--- src/rtl/cpu_pkg.sv ---
// Shared definitions for the MEM-stage data-memory sequencer.
package cpu_pkg;

  localparam int unsigned XLEN            = 32;
  localparam int unsigned TMO_W           = 16;
  localparam int unsigned DEFAULT_TIMEOUT = 255;

  typedef enum logic [1:0] {
    IDLE = 2'd0,
    REQ  = 2'd1,
    DONE = 2'd2
  } state_e;

endpackage

--- src/rtl/sat_counter.sv ---
// Saturating up-counter; holds at all-ones once reached.
module sat_counter #(
  parameter int unsigned W = 16
) (
  input  logic         clk_i,
  input  logic         start_i,
  input  logic         inc_i,
  output logic [W-1:0] cnt_o
);

  logic [W-1:0] cnt_q, cnt_d;

  always_comb begin
    cnt_d = cnt_q;
    if (inc_i && (cnt_q != '1)) cnt_d = cnt_q + W'(1);
  end

  always_ff @(posedge clk_i or negedge start_i) begin
    if (!start_i) cnt_q <= '0;
    else          cnt_q <= cnt_d;
  end

  assign cnt_o = cnt_q;

endmodule

--- src/rtl/dmem_access_ctrl.sv ---
// MEM-stage sequencer: drives a req/ack data memory, stalls the pipeline
// while an access is outstanding and returns load data to MEM/WB.
module dmem_access_ctrl
  import cpu_pkg::*;
#(
  parameter int unsigned TIMEOUT = DEFAULT_TIMEOUT,
  parameter int unsigned CNT_W   = 16
) (
  input  logic             clk_i,
  input  logic             start_i,
  input  logic             MemRead_i,
  input  logic             MemWrite_i,
  input  logic [XLEN-1:0]  ALUdata_i,
  input  logic [XLEN-1:0]  MemWdata_i,
  output logic             mem_req_o,
  output logic             mem_we_o,
  output logic [XLEN-1:0]  mem_addr_o,
  output logic [XLEN-1:0]  mem_wdata_o,
  input  logic             mem_ack_i,
  input  logic [XLEN-1:0]  mem_rdata_i,
  output logic [XLEN-1:0]  rdata_o,
  output logic             rdata_valid_o,
  output logic             stall_o,
  output logic             err_o,
  output logic [CNT_W-1:0] stall_cnt_o
);

  localparam logic [TMO_W-1:0] TMO_LAST = TMO_W'(TIMEOUT - 1);

  state_e            state_q, state_d;
  logic              req_q, req_d;
  logic              we_q, we_d;
  logic [XLEN-1:0]   addr_q, addr_d;
  logic [XLEN-1:0]   wdata_q, wdata_d;
  logic [XLEN-1:0]   rdata_q, rdata_d;
  logic              rvalid_q, rvalid_d;
  logic              err_q, err_d;
  logic [TMO_W-1:0]  tmo_q, tmo_d;
  logic              access;

  assign access  = MemRead_i | MemWrite_i;
  assign stall_o = ((state_q == IDLE) && access) || (state_q == REQ);

  always_ff @(posedge clk_i or negedge start_i) begin
    if (!start_i) state_q <= IDLE;
    else          state_q <= state_d;
  end

  always_comb begin
    state_d  = state_q;
    req_d    = req_q;
    we_d     = we_q;
    addr_d   = addr_q;
    wdata_d  = wdata_q;
    rdata_d  = rdata_q;
    rvalid_d = 1'b0;
    err_d    = err_q;
    tmo_d    = tmo_q;
    unique case (state_q)
      IDLE: begin
        tmo_d = '0;
        if (access) begin
          addr_d  = ALUdata_i;
          wdata_d = MemWdata_i;
          we_d    = MemWrite_i;
          req_d   = 1'b1;
          state_d = REQ;
          if (MemRead_i && MemWrite_i) err_d = 1'b1;
        end
      end
      REQ: begin
        tmo_d = tmo_q + TMO_W'(1);
        // Ack is tested first so an ack on the final allowed cycle beats the timeout.
        if (mem_ack_i) begin
          req_d   = 1'b0;
          state_d = DONE;
          if (!we_q) begin
            rdata_d  = mem_rdata_i;
            rvalid_d = 1'b1;
          end
        end else if (tmo_q == TMO_LAST) begin
          req_d   = 1'b0;
          err_d   = 1'b1;
          state_d = DONE;
          if (!we_q) begin
            rdata_d  = '0;
            rvalid_d = 1'b1;
          end
        end
      end
      DONE: begin
        tmo_d   = '0;
        state_d = IDLE;
      end
      default: state_d = IDLE;
    endcase
  end

  always_ff @(posedge clk_i or negedge start_i) begin
    if (!start_i) begin
      req_q    <= 1'b0;
      we_q     <= 1'b0;
      addr_q   <= '0;
      wdata_q  <= '0;
      rdata_q  <= '0;
      rvalid_q <= 1'b0;
      err_q    <= 1'b0;
      tmo_q    <= '0;
    end else begin
      req_q    <= req_d;
      we_q     <= we_d;
      addr_q   <= addr_d;
      wdata_q  <= wdata_d;
      rdata_q  <= rdata_d;
      rvalid_q <= rvalid_d;
      err_q    <= err_d;
      tmo_q    <= tmo_d;
    end
  end

  sat_counter #(.W(CNT_W)) u_stall_cnt (
    .clk_i   (clk_i),
    .start_i (start_i),
    .inc_i   (stall_o),
    .cnt_o   (stall_cnt_o)
  );

  assign mem_req_o     = req_q;
  assign mem_we_o      = we_q;
  assign mem_addr_o    = addr_q;
  assign mem_wdata_o   = wdata_q;
  assign rdata_o       = rdata_q;
  assign rdata_valid_o = rvalid_q;
  assign err_o         = err_q;

endmodule

--- config.mk ---
export PLATFORM = sky130hd
export DESIGN_NAME = dmem_access_ctrl
export DESIGN_NICKNAME = d
export VERILOG_FILES = /design/src/rtl/cpu_pkg.sv /design/src/rtl/sat_counter.sv /design/src/rtl/dmem_access_ctrl.sv
export SDC_FILE = /design/constraint.sdc
export NUM_CORES = 1
export LEC_CHECK = 0
export BUFFER_PORTS_ARGS = -buffer_cell sky130_fd_sc_hd__buf_2
export CORE_ASPECT_RATIO = 1.5
export CORE_MARGIN = 5
export CORE_UTILIZATION = 48
export DETAILED_ROUTE_END_ITERATION = 12
export PLACE_DENSITY = 0.91
export RECOVER_POWER = 50
export SYNTH_ARGS = -nofsm -noshare
export SYNTH_HDL_FRONTEND = slang
export SYNTH_SLANG_ARGS = --single-unit
--- constraint.sdc ---
create_clock -name clk_i -period 2.71 [get_ports clk_i]
set_input_delay 0.271 -clock clk_i [delete_from_list [all_inputs] [get_ports clk_i]]
set_output_delay 0.271 -clock clk_i [all_outputs]
set_load 0.02 [all_outputs]
## Word level (Yosys, flattened, before mapping)

Index checks and enable logic that the tools add are counted.

- Input bits: 101
- Register bits: 134
- Word-level logic and storage cells: 59
- Output and inout port bits: 117

- Add/sub/neg operators: 2
- Reductions and logical operators: 14
- Mux-type cells: 22
- Bitwise logic cells: 2
- Equal/unequal tests: 9

Operators with widths:

| operator | count |
|---|---|
| $mux W32 | 4 |
| $add A16 B1 Y16 const B | 2 |
| $pmux W16 S2 | 1 |
| $eq A16 B8 Y1 const B | 1 |
| $ne A16 B16 Y1 const B | 1 |
| $mux W1 | 11 |
| $mux W2 | 3 |
| $reduce_and A3 Y1 | 2 |
| $reduce_bool A2 Y1 | 3 |
| $reduce_and A5 Y1 | 1 |
| $ne A2 B1 Y1 const B | 2 |
| $ne A2 B2 Y1 const B | 2 |
| $pmux W1 S2 | 2 |
| $pmux W2 S2 | 1 |
| $reduce_and A2 Y1 | 2 |
| $logic_and A1 B1 Y1 | 3 |
| $ne A3 B2 Y1 const B | 1 |
| $eq A2 B1 Y1 const B | 1 |
| $eq A2 B2 Y1 const B | 1 |
| $logic_not A2 Y1 | 1 |
| $reduce_or A2 Y1 | 1 |
| $logic_or A1 B1 Y1 | 1 |
| $not A1 Y1 | 1 |
| $or A1 B1 Y1 | 1 |

## Logic depth before layout (Yosys ltp)

- Depth in word-level cells: 4
- Gate-level depth with buffers: 8
- Mapped depth without buffers: 6

## Modules after synthesis

Synthesis repeated with hierarchy kept, for this count alone.

- Cell total of the unflattened synthesis: 499
- Area, all modules: 6100.9 µm²

Modules (own cells, without submodules):

| module | area each (µm²) | seq. area each (µm²) | cells each | times used |
|---|---|---|---|---|
| dmem_access_ctrl | 5241.3 | 2952.8 | 427 | 1 |
| sat_counter | 859.6 | 400.4 | 72 | 1 |

## Worst setup path before layout

No wires, ideal clock.

- Path type: register to register
- Start: register tmo_q[0]
- End: register rdata_q[22], in the netlist rdata_o[22]
- Path buffers: 2
- Clock period less this slack: 1940 ps
- Arrival time: 1819 ps
- Path slack: 770 ps
- Cell stages (with the launch flop): 9
- Library setup time: 121 ps
- Cells stage by stage: dfrtp_1 > inv_1 > ha_1 > nor4b_2 > a41oi_1 > or3_1 > buf_2 > buf_6 > a22o_1

- Word-level cells in the longest chain between the ends: 3

Ends and longest elaborated chain:

| what | line | RTL |
|---|---|---|
| start: declaration | dmem_access_ctrl.sv:38 | `logic [TMO_W-1:0] tmo_q, tmo_d;` |
| start signal: assignment | dmem_access_ctrl.sv:117 | `tmo_q <= tmo_d;` |
| $eq A16 B8 Y1 | dmem_access_ctrl.sv:81 | `end else if (tmo_q == TMO_LAST) begin` |
| $reduce_bool A2 Y1 (no line) | - |  |
| $reduce_and A3 Y1 (no line) | - |  |
| end signal: assignment | dmem_access_ctrl.sv:114 | `rdata_q <= rdata_d;` |
| end: declaration | dmem_access_ctrl.sv:35 | `logic [XLEN-1:0] rdata_q, rdata_d;` |

Every way passes these cells.
A chain may end at the register's enable or synchronous reset.

## Worst setup path in the final report

- Start: register state_q[0]
- End: output stall_o

- Word-level cells in the longest chain between the ends: 3
- Elaborated cells between the ends (all ways): 4
- Those cells by class: 1 x eq/ne; 3 x reduce/logical

Ends and longest elaborated chain:

| what | line | RTL |
|---|---|---|
| start: declaration | dmem_access_ctrl.sv:30 | `state_e state_q, state_d;` |
| start signal: assignment | dmem_access_ctrl.sv:46 | `else state_q <= state_d;` |
| $logic_not A2 Y1 | dmem_access_ctrl.sv:42 | `assign stall_o = ((state_q == IDLE) && access) \|\| (state_q == REQ);` |
| $logic_and A1 B1 Y1 | dmem_access_ctrl.sv:42 |  |
| $logic_or A1 B1 Y1 * | dmem_access_ctrl.sv:42 |  |
| end: declaration | dmem_access_ctrl.sv:23 | `output logic stall_o,` |

Every way passes the cells marked *; elsewhere a longest branch is shown, timed or not.

==> results.ini <==
[run_status]
status=complete, but fails checks
violations=capacitance limit, slew limit

[clocking]
worst_skew_pair.late_latency_ns=0.40
clock_path_buffers=2
cts_resized=0
tritoncts=done
postCtsSetupRepairBufs=0
cts_buffers=17
root_buffer=clkbuf_16
htreeDepth=4
clk_pin_slew_ns=0.06
postCtsHoldBufs=0
cts.sinks=134

[die]
dieArea_um2=13500
start_util=0.488
core_area_um2=11100
top_level_ports=218
row_count=47
die-width_um=96.6
die_y_um=140

[hold_path]
holdCritPathClass=input pin to flop
hold_depth=2

[synth]
synthFlopType=dfrtp_1
netlist_instances=389
synth_area_um2=5400
syn_avg_cell_area_um2=13.9
ys_types=45
synth_warnings=0
synth_edf_count=0
synth_top_cells_by_area=dfrtp_1 (62%), mux2_2 (13%), a22o_1 (5.4%)
ys_ff_latch=134
ys_async_sr_fraction=1.00
yosys.area.top_type=dfrtp_1
yosysTopAreaCellShare=0.621
synth_fp_nets=493
yosysSeqAreaShare=0.621

[placed_design]
place_congestion=0.844
portBuffers=217
dpl.hpwl_um=10200

[detailed_routing]
vias=4069
ant_nets=0
wire_per_inst_um=17.7
drc=0
wl_um=13700
first_pass_iters=4
drt_iter0_drc=95
routed_via_density=5.27

[sta]
skew_ns=0.00807
finalCritPeriodShare=0.796
worstMarginPinSlew_ns=1.77
hold_violations=0
slew_headroom=-0.183
finalSetupViolations=0
fin_crit_ns=2.16
slew_violations=135
fin_setup_tns_ns=0
fmax_ghz=0.464
grt_setup_unrepaired=false

[worst_setup_path]
cp_max_fo=13
worstRegToRegCells=7
cp.required_ns=2.44
critPathArrivalTime_ns=1.89
crit_path_end_kind=primary output
critPathKind=flop to primary output
cp-start-kind=flop

[final_layout]
final.fill_count=851
nNetsFinal=717
drive_gt1_frac=0.430
areaGrowthSynthToFinish_pct=32.4
seq_area_um2=3350
multiInputGateArea_um2=1930
final_cell_mix=buf_2 (161), dfrtp_1 (134), mux2_2 (64)
fin_util=0.646
n_antenna_cell=0
final_common_cell=buf_2

[flow_run]
cap_violations=1

[global_route]
antenna_found_initial=0
grt.total_usage=0.201
grt_pass1_vias=4327
grt_pass1_wl_um=21200
grt_overflow_total=0
grt_max_degree=135

[pwr]
vdd_drop_max_mv=0.781
p_per_area_nw_per_um2=1280
power.total_mw=9.14
cellLeakagePower_nw=3.32

-- cell type report --
type | count | area share
clock inverter | 13 | 0.0186
sequential | 134 | 0.469
tap | 147 | 0.0257
timing repair buffer | 223 | 0.150
multi-input combinational | 229 | 0.271
inverter | 8 | 0.00420
clock buffer | 18 | 0.0614
-- kinds of logic after synthesis --
kind of cell,after synthesis,synth area share
buffers and inverters,26,0.0236
XOR/XNOR,25,0.0406
multiplexers,66,0.137
AND/OR/NAND/NOR,86,0.0976
AO/OA/AOI/OAI,49,0.0728
flip-flops,134,0.621
adder cells (fa/ha/maj),3,0.00695
-- layer usage --
layer | track usage | vias up | part of all wire
li1 | - | 1852 | -
met2 | 0.365 | 166 | 0.54
met3 | 0.0628 | 25 | 0.085
met4 | 0.0665 | 0 | 0.018
met5 | 0 | - | 0
met1 | 0.215 | 2026 | 0.36
-- worst paths after layout --
path	start	slack, ns	endpoint
worst max-delay path	state_q[0]	0.55	stall_o
worst min-delay path	mem_rdata_i[4]	0.09	rdata_o[4]
worst max register to register	tmo_q[0]	0.57	rdata_o[11]
worst min register to register	err_o	0.48	err_o
max in group asynchronous	start_i	1.12	rdata_o[23]
min in group asynchronous	start_i	0.43	u_stall_cnt.cnt_o[0]
-- state kept, by name (all words and copies together), names as in the netlist --
register / flops
mem_we_o: 1
u_stall_cnt.cnt_o: 16
mem_addr_o: 32
rdata_o: 32
state_q: 2
mem_wdata_o: 32
tmo_q: 16
mem_req_o: 1
rdata_valid_o: 1
err_o: 1
-- critical path, cell delays in order (launching register included) --
cell and delay (ns):
dfrtp_1 0.49, nor3_1 0.36, or2_1 0.37, inv_1 0.10, buf_2 0.17
-- cell usage after synthesis (all sizes together), types with 8 or more instances --
cell type and instances:
nor3 8, mux2 65, dfrtp 134, buf 9, xor2 13, and2 11, nand4 8, nand2 13
nor4 10, a22o 33, clkbuf 9, xnor2 12, inv 8
-- power by group --
part,switching (mW),total [mW],internal [mW]
Sequential,0.573,3.42,2.84
Clock,0.826,2.19,1.37
Combinational,2.12,3.53,1.41
-- through the flow --
step / hold WS, ns / area (µm²) / std cells / setup WS, ns
finish: 0.0889 / 7150 / 772 / 0.553
global placement: 0.425 / 6660 / 741 / 0.685
detailed placement: 0.443 / 6660 / 741 / 0.588
CTS: 0.00578 / 7230 / 772 / 0.527
global route: 0.0766 / 7150 / 772 / 0.366
floorplan: -0.0246 / 5400 / 389 / 0.770
Note: power is estimated with default switching activity, not from simulation.
